--- src/rtl/mips_dbg_pkg.sv ---
// Shared encodings for the MIPS run controller: command opcodes, run states,
// halt reasons and the trace entry width helper.
package mips_dbg_pkg;

    localparam logic [1:0] OP_HALT  = 2'd0;
    localparam logic [1:0] OP_RUN   = 2'd1;
    localparam logic [1:0] OP_STEP  = 2'd2;
    localparam logic [1:0] OP_CLEAR = 2'd3;

    localparam logic [1:0] ST_IDLE   = 2'd0;
    localparam logic [1:0] ST_RUN    = 2'd1;
    localparam logic [1:0] ST_STEP   = 2'd2;
    localparam logic [1:0] ST_HALTED = 2'd3;

    localparam logic [1:0] RSN_NONE      = 2'd0;
    localparam logic [1:0] RSN_CMD       = 2'd1;
    localparam logic [1:0] RSN_BP        = 2'd2;
    localparam logic [1:0] RSN_STEP_DONE = 2'd3;

    function automatic int trace_entry_w(input int data_w);
        return 2 * data_w;
    endfunction

endpackage

--- src/rtl/mips_trace_buf.sv ---
// Circular trace buffer: push overwrites the oldest entry when full, pop
// returns the oldest entry one cycle later with a single-cycle valid.
module mips_trace_buf
    import mips_dbg_pkg::*;
#(
    parameter int ENTRY_W = 64,
    parameter int DEPTH   = 16,
    localparam int AW     = $clog2(DEPTH)
) (
    input  logic               clk,
    input  logic               rst_n,
    input  logic               i_clear,
    input  logic               i_push,
    input  logic [ENTRY_W-1:0] i_push_data,
    input  logic               i_pop,
    output logic               o_rd_valid,
    output logic [ENTRY_W-1:0] o_rd_data,
    output logic [AW:0]        o_count,
    output logic               o_wrapped
);

    localparam logic [AW:0] FULL_CNT = (AW + 1)'(DEPTH);
    localparam logic [AW:0] ZERO_CNT = (AW + 1)'(0);
    localparam logic [AW-1:0] PTR_ONE = AW'(1);

    logic [ENTRY_W-1:0] r_mem [DEPTH];
    logic [AW-1:0]      r_wr_ptr;
    logic [AW-1:0]      r_rd_ptr;
    logic [AW:0]        r_count;
    logic               r_wrapped;
    logic               r_rd_valid;
    logic [ENTRY_W-1:0] r_rd_data;
    logic               w_full;
    logic               w_pop_ok;

    assign w_full   = (r_count == FULL_CNT);
    assign w_pop_ok = i_pop && (r_count != ZERO_CNT);

    // Storage array; contents are don't-care until written.
    always_ff @(posedge clk) begin
        if (i_push) begin
            r_mem[r_wr_ptr] <= i_push_data;
        end
    end

    // Pointers, occupancy, wrap flag and registered read port.
    always_ff @(posedge clk or negedge rst_n) begin
        if (!rst_n) begin
            r_wr_ptr   <= '0;
            r_rd_ptr   <= '0;
            r_count    <= '0;
            r_wrapped  <= 1'b0;
            r_rd_valid <= 1'b0;
            r_rd_data  <= '0;
        end else if (i_clear) begin
            r_wr_ptr   <= '0;
            r_rd_ptr   <= '0;
            r_count    <= '0;
            r_wrapped  <= 1'b0;
            r_rd_valid <= 1'b0;
        end else begin
            r_rd_valid <= w_pop_ok;
            if (w_pop_ok) begin
                r_rd_data <= r_mem[r_rd_ptr];
            end
            if (i_push) begin
                r_wr_ptr <= r_wr_ptr + PTR_ONE;
            end
            // A full push drops the oldest entry, so the read side moves too.
            if (w_pop_ok || (i_push && w_full)) begin
                r_rd_ptr <= r_rd_ptr + PTR_ONE;
            end
            case ({i_push, w_pop_ok})
                2'b10:   r_count <= w_full ? r_count : r_count + (AW + 1)'(1);
                2'b01:   r_count <= r_count - (AW + 1)'(1);
                default: r_count <= r_count;
            endcase
            if (i_push && w_full && !w_pop_ok) begin
                r_wrapped <= 1'b1;
            end
        end
    end

    assign o_rd_valid = r_rd_valid;
    assign o_rd_data  = r_rd_data;
    assign o_count    = r_count;
    assign o_wrapped  = r_wrapped;

endmodule

--- src/rtl/mips_run_ctrl.sv ---
// Run controller for the single-cycle MIPS core: gates core_en for RUN/STEP,
// halts on command, breakpoint or step exhaustion, and traces executed cycles.
module mips_run_ctrl
    import mips_dbg_pkg::*;
#(
    parameter int DATA_W      = 32,
    parameter int TRACE_DEPTH = 16,
    parameter int CNT_W       = 16,
    parameter int NUM_BP      = 2,
    localparam int TCW        = $clog2(TRACE_DEPTH) + 1,
    localparam int EW         = trace_entry_w(DATA_W)
) (
    input  logic                     clk,
    input  logic                     rst_n,
    input  logic                     cmd_valid,
    output logic                     cmd_ready,
    input  logic [1:0]               cmd_op,
    input  logic [CNT_W-1:0]         cmd_count,
    input  logic [NUM_BP-1:0]        bp_en,
    input  logic [NUM_BP*DATA_W-1:0] bp_addr,
    input  logic [DATA_W-1:0]        pc_in,
    input  logic [DATA_W-1:0]        alu_in,
    output logic                     core_en,
    output logic [1:0]               run_state,
    output logic [1:0]               halt_reason,
    output logic                     cmd_err,
    output logic [DATA_W-1:0]        cycle_count,
    input  logic                     trace_rd_en,
    output logic                     trace_rd_valid,
    output logic [EW-1:0]            trace_rd_data,
    output logic [TCW-1:0]           trace_count,
    output logic                     trace_wrapped
);

    logic [1:0]        r_state;
    logic              r_core_en;
    logic [1:0]        r_reason;
    logic              r_err;
    logic [DATA_W-1:0] r_cycles;
    logic [CNT_W-1:0]  r_rem;

    logic [1:0]        w_state_n;
    logic [1:0]        w_reason_n;
    logic [CNT_W-1:0]  w_rem_n;
    logic              w_err_n;
    logic              w_clear;
    logic              w_bp_hit;
    logic              w_halt_cmd;

    assign cmd_ready  = 1'b1;
    assign w_halt_cmd = cmd_valid && (cmd_op == OP_HALT);

    // Breakpoint comparators on the raw PC; only live while the core executes.
    always_comb begin
        w_bp_hit = 1'b0;
        for (int i = 0; i < NUM_BP; i++) begin
            if (bp_en[i] && (pc_in == bp_addr[i*DATA_W +: DATA_W])) begin
                w_bp_hit = r_core_en;
            end else begin
                w_bp_hit = w_bp_hit;
            end
        end
    end

    // Next-state decode; terminating events ranked CMD > BP > STEP_DONE.
    always_comb begin
        w_state_n  = r_state;
        w_reason_n = r_reason;
        w_rem_n    = r_rem;
        w_err_n    = 1'b0;
        w_clear    = 1'b0;
        if (r_core_en) begin
            w_rem_n = (r_state == ST_STEP) ? r_rem - CNT_W'(1) : r_rem;
            w_err_n = cmd_valid && !w_halt_cmd;
            if (w_halt_cmd) begin
                w_state_n  = ST_HALTED;
                w_reason_n = RSN_CMD;
            end else if (w_bp_hit) begin
                w_state_n  = ST_HALTED;
                w_reason_n = RSN_BP;
            end else if ((r_state == ST_STEP) && (r_rem == CNT_W'(1))) begin
                w_state_n  = ST_HALTED;
                w_reason_n = RSN_STEP_DONE;
            end else begin
                w_state_n  = r_state;
            end
        end else if (cmd_valid) begin
            case (cmd_op)
                OP_RUN: begin
                    w_state_n = ST_RUN;
                end
                OP_STEP: begin
                    w_state_n = ST_STEP;
                    w_rem_n   = (cmd_count == '0) ? CNT_W'(1) : cmd_count;
                end
                OP_CLEAR: begin
                    w_clear    = 1'b1;
                    w_reason_n = RSN_NONE;
                end
                default: begin
                    w_state_n = r_state;
                end
            endcase
        end else begin
            w_state_n = r_state;
        end
    end

    // Control registers; core_en tracks the next state so it is glitch-free.
    always_ff @(posedge clk or negedge rst_n) begin
        if (!rst_n) begin
            r_state   <= ST_IDLE;
            r_core_en <= 1'b0;
            r_reason  <= RSN_NONE;
            r_err     <= 1'b0;
            r_rem     <= '0;
            r_cycles  <= '0;
        end else begin
            r_state   <= w_state_n;
            r_core_en <= (w_state_n == ST_RUN) || (w_state_n == ST_STEP);
            r_reason  <= w_reason_n;
            r_err     <= w_err_n;
            r_rem     <= w_rem_n;
            if (w_clear) begin
                r_cycles <= '0;
            end else if (r_core_en) begin
                r_cycles <= r_cycles + DATA_W'(1);
            end else begin
                r_cycles <= r_cycles;
            end
        end
    end

    mips_trace_buf #(
        .ENTRY_W (EW),
        .DEPTH   (TRACE_DEPTH)
    ) u_trace (
        .clk         (clk),
        .rst_n       (rst_n),
        .i_clear     (w_clear),
        .i_push      (r_core_en),
        .i_push_data ({pc_in, alu_in}),
        .i_pop       (trace_rd_en && !r_core_en),
        .o_rd_valid  (trace_rd_valid),
        .o_rd_data   (trace_rd_data),
        .o_count     (trace_count),
        .o_wrapped   (trace_wrapped)
    );

    assign core_en     = r_core_en;
    assign run_state   = r_state;
    assign halt_reason = r_reason;
    assign cmd_err     = r_err;
    assign cycle_count = r_cycles;

endmodule

--- config.mk ---
export PLATFORM = sky130hd
export DESIGN_NAME = mips_run_ctrl
export DESIGN_NICKNAME = d
export VERILOG_FILES = /design/src/rtl/mips_dbg_pkg.sv /design/src/rtl/mips_trace_buf.sv /design/src/rtl/mips_run_ctrl.sv
export SDC_FILE = /design/constraint.sdc
export NUM_CORES = 1
export LEC_CHECK = 0
export CELL_PAD_IN_SITES_DETAIL_PLACEMENT = 1
export CELL_PAD_IN_SITES_GLOBAL_PLACEMENT = 2
export CORE_ASPECT_RATIO = 1.5
export CORE_MARGIN = 3
export CORE_UTILIZATION = 35
export CTS_CLUSTER_DIAMETER = 80
export CTS_CLUSTER_SIZE = 30
export DETAILED_ROUTE_END_ITERATION = 6
export DONT_BUFFER_PORTS = 1
export PLACE_DENSITY = 0.64
export SLEW_MARGIN = 20
export SYNTH_ARGS = -nofsm -noshare
export SYNTH_HDL_FRONTEND = slang
export SYNTH_SLANG_ARGS = --single-unit
--- constraint.sdc ---
create_clock -name clk -period 10.7 [get_ports clk]
set_clock_uncertainty 0.15 [all_clocks]
set_input_delay 2.14 -clock clk [delete_from_list [all_inputs] [get_ports clk]]
set_output_delay 2.14 -clock clk [all_outputs]
set_load 0.01 [all_outputs]
==> results of run 1 <==
[registers in the layout (all words and copies together) (netlist names)]
signal and flops:
u_trace.o_count 5, u_trace.o_rd_data 64, cmd_err 1, halt_reason 2, run_state 2, u_trace.r_wr_ptr 4
u_trace.r_mem 1024, r_rem 16, cycle_count 32, u_trace.o_rd_valid 1, core_en 1, u_trace.r_rd_ptr 4
u_trace.o_wrapped 1
[routing by layer]
metal  up-vias  global-route usage  routed length [um]
met2       543               0.341               68400
met1     12900               0.241               52600
li1       9970                   -                   -
met3       132              0.0409                7900
met4         4              0.0440                2860
met5         -                   0                  28
[cell families after synthesis]
family          after synthesis  share of synthesized area
flops                      1157                      0.741
xor+xnor                     69                     0.0131
compound gates              384                     0.0549
fa+ha+maj                    18                    0.00506
other cells                   1                  0.0000815
buf+inv                     144                     0.0153
mux                         400                      0.137
simple gates                317                     0.0341
[power breakdown]
group | switching [W] | internal [W] | leakage (nW)
Combinational | 0.00193 | 0.00141 | 4.04
Sequential | 0.000612 | 0.00556 | 10.9
Clock | 0.00148 | 0.00102 | 0.821
Total | 0.00403 | 0.00799 | 15.8
[cells in the final DEF (no fill, tap or decap), types with 6 or more instances in the layout]
cell type	n
sky130_fd_sc_hd__o22ai_1	50
sky130_fd_sc_hd__nor2b_1	10
sky130_fd_sc_hd__o21ai_0	56
sky130_fd_sc_hd__nor2_4	12
sky130_fd_sc_hd__nor4_1	21
sky130_fd_sc_hd__mux4_2	176
sky130_fd_sc_hd__mux2_1	14
sky130_fd_sc_hd__a21boi_0	48
sky130_fd_sc_hd__buf_4	48
sky130_fd_sc_hd__mux2_2	51
sky130_fd_sc_hd__nor3_1	11
sky130_fd_sc_hd__o221ai_1	48
sky130_fd_sc_hd__a21oi_1	65
sky130_fd_sc_hd__o21ai_1	27
sky130_fd_sc_hd__nand4_1	15
sky130_fd_sc_hd__xor2_1	49
sky130_fd_sc_hd__a211oi_1	6
sky130_fd_sc_hd__a32oi_1	7
sky130_fd_sc_hd__clkbuf_16	53
sky130_fd_sc_hd__o31ai_1	56
sky130_fd_sc_hd__and2_1	6
sky130_fd_sc_hd__nand2_1	119
sky130_fd_sc_hd__dfrtp_1	129
sky130_fd_sc_hd__inv_1	16
sky130_fd_sc_hd__o211ai_1	8
sky130_fd_sc_hd__clkbuf_1	23
sky130_fd_sc_hd__ha_1	17
sky130_fd_sc_hd__edfxtp_1	1024
sky130_fd_sc_hd__and3_1	11
sky130_fd_sc_hd__xnor2_1	20
sky130_fd_sc_hd__nor2_1	26
sky130_fd_sc_hd__nand2b_1	8
sky130_fd_sc_hd__nand3_1	36
sky130_fd_sc_hd__mux2i_1	159
[worst min-delay path by stage]
stage / startpoint / endpoint / slack, ps / cells past startpoint
finish: cycle_count[31] / cycle_count[31] / 410 / 1
floorplan: r_rem[10] / r_rem[10] / 350 / 1
CTS: cycle_count[31] / cycle_count[31] / 420 / 1
global placement: cycle_count[31] / cycle_count[31] / 390 / 1
detailed placement: r_rem[10] / r_rem[10] / 400 / 1
global route: cycle_count[31] / cycle_count[31] / 450 / 1
[layout make-up]
cell class	instances	area [sq um]	share of cell area
Tap cell	1722	2150	0.0432
Sequential cell	1157	34100	0.684
Multi-Input combinational cell	1189	11400	0.229
Inverter	17	63.8	0.00128
Clock buffer	78	1440	0.0289
Timing Repair Buffer	49	380	0.00764
Clock inverter	15	297	0.00595
Antenna cell	1	2.50	0.0000502
[critical path: cells and delay by family, from the launching register on]
kind,cells,cell delay (ps)
muxes,3,1360
buffers and inverters,2,1290
DFF,1,1010
[Yosys cell counts (27+ instances only)]
cell type                     n
sky130_fd_sc_hd__mux2i_1    159
sky130_fd_sc_hd__edfxtp_1  1024
sky130_fd_sc_hd__mux2_2      51
sky130_fd_sc_hd__o31ai_1     56
sky130_fd_sc_hd__nand2_1    121
sky130_fd_sc_hd__o21ai_0     56
sky130_fd_sc_hd__mux4_2     176
sky130_fd_sc_hd__a21oi_1     65
sky130_fd_sc_hd__a21boi_0    48
sky130_fd_sc_hd__xor2_1      49
sky130_fd_sc_hd__nand3_1     37
sky130_fd_sc_hd__o21ai_1     27
sky130_fd_sc_hd__dfrtp_1    133
sky130_fd_sc_hd__clkbuf_1    60
sky130_fd_sc_hd__nor2_1      38
sky130_fd_sc_hd__o221ai_1    48
sky130_fd_sc_hd__buf_2       27
sky130_fd_sc_hd__o22ai_1     50
[per-stage QoR]
stage	area [sq um]	total power [W]	hold slack, ps
floorplan	46000	0.00854	345
global placement	48100	0.00959	394
detailed placement	48100	0.00970	399
CTS	49800	0.0122	416
global route	49800	0.0126	446
finish	49800	0.0120	406
==> flow_summary.ini, run 1 <==
[timing]
rsz0062_at_grt = no
timing.setup.tns_ps = 0
timing.slew.headroom = 0.299
report.final.slew_viol_count = 0
worst_slack_ps = 6640
hold_viol_final = 0
transition_at_the_pin_with_the_smallest_max_transition_slack_ps = 1050
finalCriticalPeriod_ps = 4060
report.final.setup_viol = 0
final_min_period_over_clock_period = 0.380
max_clock_freq_mhz = 246

[clock_network]
clk_root_buffer_cell = sky130_fd_sc_hd__clkbuf_16
cts-htree-levels = 2
cts_repair_resize_count = 0
path_clk_slew_ps = 110
cts_max_path_buffers = 3
tritoncts = built
cts_setup_buffers = 0
clkSinkCount = 1157
cts-buffers-inserted = 51
ctsHoldBuffers = 0
clk_latency_ps = 690

[worst_setup_path]
reg2reg_slack_ps = 6640
cp-end-kind = flop
crit_path_cell_trace = buf_12, buf_4, mux4_2, mux4_2, mux2_2
worst_r2r_path_depth = 5
cp_data_arrival_time_ps = 4510
regToRegStartpoint = u_trace.r_rd_ptr[0]
cpMaxStageDelayCell = sky130_fd_sc_hd__dfrtp_4
r2r-end = u_trace.o_rd_data[23]
timing.setup.critical_path_class = reg2reg
timing.critical_path.from = u_trace.r_rd_ptr[0]
crit_end = u_trace.o_rd_data[23]
cp.required_ps = 11140
critical_path_peak_fanout = 94
critPathLaunchType = flop
cpMostUsedCell = sky130_fd_sc_hd__mux4_2
cp_slowest_stage_delay_ps = 1010

[yosys]
synth.cell_area_sq_um = 46000
synth-edff-count = 1024
synth-async-reset-ratio = 0.115
count_of_yosys_warnings_during_synthesis = 0
synth_flop_cell = sky130_fd_sc_hd__edfxtp_1
netlist.area_leader.share = 0.668
yosys-top-cells-area = sky130_fd_sc_hd__edfxtp_1, sky130_fd_sc_hd__mux4_2, sky130_fd_sc_hd__dfrtp_1
synth.ff_latch_count = 1157
ys_seq_area_frac = 0.741
syn-mean-instance-area_sq_um = 18.5
synth_top_cell_by_area = sky130_fd_sc_hd__edfxtp_1
ys_types = 58
postSynthNetCount = 2660
postSynthCellCount = 2490

[route]
vias = 23500
detailedRoute.firstPassIterationCount = 7
wl_um = 132000
drt_iter0_markers = 1764
drcViolationCount = 0
avgRoutedWirePerCell_um = 31.2
ant_nets = 0
routed_via_density = 5.57

[die]
ports = 262
dieHeight_um = 450
initial_core_util = 0.353
placeableCoreArea_sq_um = 130000
row_count = 162
die_area_sq_um = 136000
floorplan.die.width_um = 302

[cells_and_area]
nNetsFinal = 2635
syn_to_final_growth_pct = 8.29
fin_util = 0.382
layout-drive-gt1-share = 0.151
fillCellCount = 12600
final_cells = 4228

[placement]
gpl.final_weighted_congestion = 0.814
dp_worst_setup_slack_ps = 6140
port_buffers = 0
dp_hpwl_um = 76100
numPlacedInstances = 4134

[power_and_ir_drop]
vdd.ir_drop.worst_v = 0.000191
powerDensity_nw_per_um2 = 241
p_leak_nw = 15.8

[run_status]
status = finished, final reports clean

[global_route]
grt_start_max_net_pins = 134
antenna_found_initial = 4
grt.total_usage = 0.192
vias_in_the_first_global_route = 25700
grt_first_pass_wirelength_um = 188000
grt-ovfl-total = 0

[hold_path]
hold_class = reg2reg

[run]
max_cap_violations = 0
Power figures use the tool's default switching activity.
==> run 2, diff against run 1 <==
--- a/config.mk
+++ b/config.mk
@@ -14,7 +14,7 @@
 export CTS_CLUSTER_SIZE = 30
 export DETAILED_ROUTE_END_ITERATION = 6
 export DONT_BUFFER_PORTS = 1
-export PLACE_DENSITY = 0.64
+export PLACE_DENSITY = 0.66
 export SLEW_MARGIN = 20
 export SYNTH_ARGS = -nofsm -noshare
 export SYNTH_HDL_FRONTEND = slang
==> constraint.sdc (replaced) <==
create_clock -name clk -period 3.25 [get_ports clk]
set_clock_uncertainty 0.15 [all_clocks]
set_input_delay 0.65 -clock clk [delete_from_list [all_inputs] [get_ports clk]]
set_output_delay 0.65 -clock clk [all_outputs]
set_load 0.01 [all_outputs]
==> flow_summary.ini, run 2 (synthesized netlist as in run 1, its figures left out) <==
[global_route]
antenna_found_initial = 10
grt_start_max_net_pins = 134
grt.total_usage = 0.197
vias_in_the_first_global_route = 26300
grt_first_pass_wirelength_um = 193000
grt-ovfl-total = 0

[worst_setup_path]
cp-end-kind = flop
critical_path_peak_fanout = 6
timing.setup.critical_path_class = reg2reg
reg2reg_slack_ps = 300
cp.required_ps = 3620
critPathLaunchType = flop
cpMaxStageDelayCell = sky130_fd_sc_hd__or4_1
critical_path.top_delay_family = simple AND/OR/NAND/NOR gates
crit_path_cell_trace = or4_1, o21ai_1, inv_2, ha_1, ha_1, nor2b_1, o21a_1, nor3_1, nand3b_1, xor2_1, nor2_1
cpMostUsedCell = sky130_fd_sc_hd__ha_1
cp_data_arrival_time_ps = 3320
critPathBufInv = 1
cp_slowest_stage_delay_ps = 530

[cells_and_area]
regMostFlops = u_trace.r_mem
layout-drive-gt1-share = 0.159
largest_reg_flops = 1024
final-seq-area_sq_um = 34100
syn_to_final_growth_pct = 11.4
fin_util = 0.393
multiInputGateArea_sq_um = 11400
nNetsFinal = 2754
final_cells = 4343
fillCellCount = 12600
layout_common_cells = sky130_fd_sc_hd__edfxtp_1, sky130_fd_sc_hd__mux4_2, sky130_fd_sc_hd__mux2i_1
final_common_cell = sky130_fd_sc_hd__edfxtp_1

[power_and_ir_drop]
vdd.ir_drop.worst_v = 0.000417
p_leak_nw = 16.4
powerDensity_nw_per_um2 = 781

[clock_network]
path_clk_slew_ps = 120
cts_max_path_buffers = 3
clk_latency_ps = 670
cts_repair_resize_count = 0
cts-buffers-inserted = 48
ctsHoldBuffers = 74
clkSinkCount = 1157
cts-htree-levels = 2
clk_root_buffer_cell = sky130_fd_sc_hd__clkbuf_16
tritoncts = built
cts_setup_buffers = 0

[route]
vias = 24200
detailedRoute.firstPassIterationCount = 5
drcViolationCount = 0
avgRoutedWirePerCell_um = 31.2
ant_nets = 0
drt_iter0_markers = 2186
wl_um = 136000
routed_via_density = 5.57

[placement]
gpl.final_weighted_congestion = 0.828
numPlacedInstances = 4182
port_buffers = 0
dp_hpwl_um = 79500

[timing]
final_min_period_over_clock_period = 0.907
rsz0062_at_grt = no
hold_viol_final = 133
final_hold_slack_ps = -500
timing.slew.headroom = 0.269
transition_at_the_pin_with_the_smallest_max_transition_slack_ps = 1090
report.final.slew_viol_count = 0
timing.setup.tns_ps = 0
max_clock_freq_mhz = 339
finalCriticalPeriod_ps = 2950
report.final.setup_viol = 0

[die]
dieHeight_um = 450
ports = 262
floorplan.die.width_um = 302
row_count = 162
die_area_sq_um = 136000
initial_core_util = 0.353
placeableCoreArea_sq_um = 130000

[hold_path]
hold_class = in2async

[run_status]
status = finished, violations left
failed_checks = hold timing

[run]
max_cap_violations = 0
-- run 2: changes by cell type in the layout (fill, tap and decap cells not counted), sizes merged --
cell         delta
buf            +48
bufinv          -1
clkinv          -7
clkbuf          -8
dlygate4sd3    +74
inv             +5
diode           +4
-- run 2: layout make-up --
type	instances	area share
multi-input cells	1189	0.222
clock buffers	70	0.0257
well taps	1722	0.0421
diodes	5	0.000244
clock inverters	12	0.00332
inverters	17	0.00125
repair buffers	171	0.0399
flip-flops and latches	1157	0.665
-- run 2: power by group --
| part | total, W | internal (W) | switching (W) |
|---|---|---|---|
| sequential | 0.0201 | 0.0183 | 0.00179 |
| combinational | 0.0123 | 0.00532 | 0.00697 |
| clock | 0.00766 | 0.00296 | 0.00470 |
-- run 2: worst paths after layout --
check,from,to,depth (start not counted)
setup / recovery,u_trace.o_count[1],u_trace.o_count[4],11
hold / removal,rst_n,u_trace.o_rd_data[62],0
setup reg to reg,u_trace.o_count[1],u_trace.o_count[4],11
hold reg to reg,cycle_count[31],cycle_count[31],1
max in group asynchronous,rst_n,u_trace.o_rd_data[6],0
min in group clk,cmd_count[10],r_rem[10],2
-- run 2: per-stage QoR --
step / hold WS, ps / total power (W) / cell area (sq um) / worst slack (ps)
5_1_grt: -543 / 0.0420 / 51200 / 112
2_1_floorplan: 204 / 0.0281 / 46100 / -118
3_5_place_dp: 214 / 0.0327 / 49000 / 129
4_1_cts: -540 / 0.0406 / 51200 / 284
3_3_place_gp: 212 / 0.0324 / 49000 / 84.8
6_report: -500 / 0.0400 / 51200 / 303
-- run 2: metal layers --
metal	vias to the layer above	wire, um	GRT usage
li1	10200	-	-
met1	13200	54400	0.248
met2	605	70600	0.350
met3	151	7220	0.0355
met4	6	3340	0.0484
met5	-	32	0
